===== src/rtl/serial_nbit_adder.sv =====
// Bit-serial WIDTH-bit adder: one full-adder cell plus a carry FF, LSB first, start/busy/done handshake.
// Optional subtract mode and signed-overflow flag when SERIAL_ADDER_SUBTRACT_EN is defined.
//
//   state  | meaning
//   IDLE   | waiting for start; sum/cout hold the last result
//   RUN    | WIDTH cycles, one result bit per edge
//   DONE   | one-cycle done pulse; sum/cout final
module serial_nbit_adder #(
  parameter int WIDTH = 8
) (
  input  logic             clk_i,
  input  logic             rst_i,
  input  logic             start_i,
  input  logic [WIDTH-1:0] a_i,
  input  logic [WIDTH-1:0] b_i,
`ifdef SERIAL_ADDER_SUBTRACT_EN
  input  logic             sub_i,
  output logic             overflow_o,
`endif
  output logic [WIDTH-1:0] sum_o,
  output logic             cout_o,
  output logic             busy_o,
  output logic             done_o
);

  localparam int CW = (WIDTH > 1) ? $clog2(WIDTH) : 1;
  localparam logic [CW-1:0] LAST = CW'(WIDTH - 1);

  typedef enum logic [1:0] {S_IDLE, S_RUN, S_DONE} state_t;

  state_t           state_q;
  logic [WIDTH-1:0] op_a_q, op_b_q, sum_q;
  logic [CW-1:0]    count_q;
  logic             carry_q, cout_q, busy_q, done_q;

  logic             fa_b, fa_s, fa_c, carry_init;
  logic [WIDTH-1:0] msb_bit, sum_d;

`ifdef SERIAL_ADDER_SUBTRACT_EN
  logic sub_q, ovf_q;
  assign fa_b       = op_b_q[0] ^ sub_q;
  assign carry_init = sub_i;
  assign overflow_o = ovf_q;
`else
  assign fa_b       = op_b_q[0];
  assign carry_init = 1'b0;
`endif

  assign fa_s = op_a_q[0] ^ fa_b ^ carry_q;
  assign fa_c = (op_a_q[0] & fa_b) | (op_a_q[0] & carry_q) | (fa_b & carry_q);

  // New bit enters at the MSB so that after WIDTH shifts bit 0 is the LSB result.
  always_comb begin
    msb_bit            = '0;
    msb_bit[WIDTH-1]   = fa_s;
    sum_d              = (sum_q >> 1) | msb_bit;
  end

  always_ff @(posedge clk_i) begin
    if (rst_i) begin
      state_q <= S_IDLE;
      op_a_q  <= '0;
      op_b_q  <= '0;
      sum_q   <= '0;
      count_q <= '0;
      carry_q <= 1'b0;
      cout_q  <= 1'b0;
      busy_q  <= 1'b0;
      done_q  <= 1'b0;
`ifdef SERIAL_ADDER_SUBTRACT_EN
      sub_q   <= 1'b0;
      ovf_q   <= 1'b0;
`endif
    end else begin
      case (state_q)
        S_IDLE: begin
          if (start_i) begin
            op_a_q  <= a_i;
            op_b_q  <= b_i;
            carry_q <= carry_init;
            count_q <= '0;
            busy_q  <= 1'b1;
            state_q <= S_RUN;
`ifdef SERIAL_ADDER_SUBTRACT_EN
            sub_q   <= sub_i;
`endif
          end
        end
        S_RUN: begin
          sum_q   <= sum_d;
          op_a_q  <= op_a_q >> 1;
          op_b_q  <= op_b_q >> 1;
          carry_q <= fa_c;
          if (count_q == LAST) begin
            cout_q  <= fa_c;
            done_q  <= 1'b1;
            state_q <= S_DONE;
`ifdef SERIAL_ADDER_SUBTRACT_EN
            ovf_q   <= carry_q ^ fa_c;
`endif
          end else begin
            count_q <= count_q + 1'b1;
          end
        end
        S_DONE: begin
          done_q  <= 1'b0;
          busy_q  <= 1'b0;
          state_q <= S_IDLE;
        end
        default: state_q <= S_IDLE;
      endcase
    end
  end

  assign sum_o  = sum_q;
  assign cout_o = cout_q;
  assign busy_o = busy_q;
  assign done_o = done_q;

endmodule


===== config.mk =====
export PLATFORM = sky130hd
export DESIGN_NAME = serial_nbit_adder
export DESIGN_NICKNAME = d
export VERILOG_FILES = /design/src/rtl/serial_nbit_adder.sv
export SDC_FILE = /design/constraint.sdc
export NUM_CORES = 1
export LEC_CHECK = 0
export ABC_AREA = 1
export BUFFER_PORTS_ARGS = -buffer_cell sky130_fd_sc_hd__buf_2
export CAP_MARGIN = 40
export CELL_PAD_IN_SITES_DETAIL_PLACEMENT = 0
export CELL_PAD_IN_SITES_GLOBAL_PLACEMENT = 1
export CORE_AREA = 2 2 71 73
export DETAILED_ROUTE_END_ITERATION = 16
export DIE_AREA = 0 0 73 75
export PLACE_DENSITY_LB_ADDON = 0.1
export SYNTH_ARGS = -nofsm -noshare
export SYNTH_HDL_FRONTEND = slang
export SYNTH_SLANG_ARGS = --single-unit

===== constraint.sdc =====
create_clock -name clk_i -period 1.29 [get_ports clk_i]
set_clock_uncertainty 0.05 [all_clocks]
set_input_delay 0.129 -clock clk_i [delete_from_list [all_inputs] [get_ports clk_i]]
set_output_delay 0.129 -clock clk_i [all_outputs]
set_load 0.05 [all_outputs]

==> results.py <==
metrics = {
    "sta": {
        "slew_headroom": 0.8428,
        "tightest_slew_ps": 233.4,
        "post-route-period-util": 0.9404,
        "max_freq_mhz": 824.3,
        "fin_hold_ws_ps": 62.49,
        "maxSlewViolCount": 0,
        "min_period_ps": 1213,
        "finalSetupTns_ps": 0,
        "rsz0062_at_grt": "false",
        "hold_violations": 0,
        "setup_viol": 0,
    },
    "route": {
        "routedWlPerCell_um": 9.966,
        "drtIter0Drc": 64,
        "viasPerCell": 4.185,
        "finalWirelength_um": 3229,
        "drtPass1Iterations": 5,
        "ant_nets": 0,
        "vias": 1356,
        "drc": 0,
    },
    "die": {
        "die_h_um": 75,
        "core.rowCount": 25,
        "core_area_um2": 4661,
        "io_pins": 30,
        "chipWidth_um": 73,
        "dieArea_um2": 5475,
        "start_util": 0.3221,
    },
    "synth": {
        "seq_area_frac_synth": 0.4400,
        "synth_edf_count": 0,
        "synthCells": 234,
        "synthesis.area_um2": 1501,
        "synth_seq_cells": 33,
        "yosys.area.top_type": "dfxtp_1",
        "synth_most_common_cell": "nand2_1",
        "synth_top_area_frac": 0.4400,
        "yosys-top-cells-area": "dfxtp_1 (44%), nand2_1 (21%), nor2_1 (14%)",
        "synth_top_flop_cell": "dfxtp_1",
        "synth_warnings": 0,
        "ys_types": 17,
        "syn-num-nets": 256,
        "syn_area_per_cell_um2": 6.416,
        "synthTopCellsByCount": "nand2_1 (85), nor2_1 (55), dfxtp_1 (33), inv_1 (22), o21ai_0 (10)",
        "ys_async_sr_fraction": 0,
    },
    "critical_path": {
        "cp.arrival_ps": 1380,
        "crit_fanout": 4,
        "critPathKind": "reg2reg",
        "cp-start-kind": "flip-flop",
        "cp.required_ps": 1460,
        "cp-end-kind": "flip-flop",
    },
    "clock_network": {
        "clk_latency_ps": 280,
        "clkSlewWorstSetupHoldPaths_ps": 70,
        "cts_tree": "yes",
        "clock_tree.buffer_depth": 2,
        "root_buffer": "clkbuf_8",
        "htreeDepth": 2,
        "cts_buffers": 5,
        "cts_setup_buffers": 0,
        "clock-sinks": 33,
    },
    "min_path": {
        "min_path_type": "in2reg",
    },
    "finish": {
        "final_util": 0.4153,
        "fin_nets": 291,
        "drive_gt1_frac": 0.2074,
        "fillers": 529,
        "antenna_cells": 0,
        "area_growth_pct": 28.92,
    },
    "grt": {
        "use_met3": 0.04284,
        "grt_pass1_wl_um": 5602,
        "grt_util_met1": 0.1749,
        "grtUsageMet2": 0.2012,
        "gr-usage-all-layers": 0.1363,
        "antenna_found_initial": 0,
        "grt_overflow_total": 0,
        "grt_max_degree": 32,
        "grt_most_used_layer": "met2",
        "grt_pass1_vias": 1235,
    },
    "power": {
        "vdd_drop_max_uv": 609.8,
        "p_leak_nw": 0.9802,
        "cellPowerDensity_nw_per_um2": 1414,
    },
    "placed_design": {
        "hpwlAfterDp_um": 2195,
        "gp_congestion": 0.7644,
        "portBuffers": 29,
    },
    "run": {
        "drv_cap": 0,
    },
    "status": {
        "status": "finished clean",
    },
}
-- worst paths after layout --
kind / from / to / slack, ps / cells after the start
max: count_q[0] / count_q[0] / 80 / 6
min: a_i[7] / op_a_q[7] / 60 / 3
max reg2reg: count_q[0] / count_q[0] / 80 / 6
min reg2reg: op_b_q[7] / op_b_q[7] / 410 / 2
-- logic make-up (layout without fill, tap and decap cells) --
logic type                 after synthesis  count (layout)  synth area share
and+or+nand+nor                        148             148            0.3825
AOI/OAI and AO/OA                       16              16           0.05333
adders and majority gates                3               3           0.03000
buffers and inverters                   34              70           0.09416
DFF                                     33              33            0.4400
-- timing repair --
action                     4_1_cts  5_1_grt
setup endpoints to repair        3        9
hold buffers                     0        0
pin swaps                        1        4
resized for setup                1        8
-- layer usage --
metal  vias up  part of all wire
met5         -                 0
li1        770                 -
met2        26              0.42
met4         0             0.020
met1       555              0.52
met3         5             0.041
-- power by group --
part	switching (W)	internal, W
sequential	0.0000450	0.00109
combinational	0.000273	0.000164
clock	0.000395	0.000768
-- cells in the final DEF (no fill, tap or decap), drive strengths merged --
master | synthesis | routed
a21oi | 5 | 5
nand3b | 1 | 1
nand3 | 6 | 6
nand2 | 85 | 85
fa | 1 | 1
dfxtp | 33 | 33
ha | 2 | 2
clkinv | 1 | 2
inv | 24 | 24
o21ai | 11 | 11
buf | 7 | 37
nor2 | 56 | 56
bufinv | 0 | 2
clkbuf | 2 | 5
-- sequential cells by signal, summed over array words and instances (netlist names) --
register / count
cout_o: 1
sum_o: 8
op_a_q: 8
carry_q: 1
op_b_q: 8
done_o: 1
busy_o: 1
state_q: 2
count_q: 3
-- critical path: stages, from the launching register on --
cell and delay, ps:
dfxtp_2 340, ha_4 160, ha_4 160, nand3b_1 210, nand2_1 100, nand2_1 50
nor2_1 90
-- per-stage QoR --
step                setup slack [ps]  total power [W]  cell area, um^2  instances
finish                         76.84         0.002737             1936        324
global route                   3.712         0.002914             1936        324
CTS                            4.276         0.002783             1904        324
detailed placement            -19.79         0.001598             1768        316
global placement               17.77         0.001599             1768        316
floorplan                      90.92         0.001459             1501        234
-- final cells by class --
| cell class | count | area (um^2) | area share |
|---|---|---|---|
| clock buffer | 5 | 68.82 | 0.03555 |
| clock inverter | 3 | 65.06 | 0.03361 |
| inverter | 25 | 93.84 | 0.04848 |
| multi-input combinational | 167 | 732.0 | 0.3782 |
| sequential | 33 | 665.6 | 0.3439 |
| tap | 54 | 67.56 | 0.03491 |
| timing repair buffer | 37 | 242.7 | 0.1254 |
(Power assumes the default switching activity.)
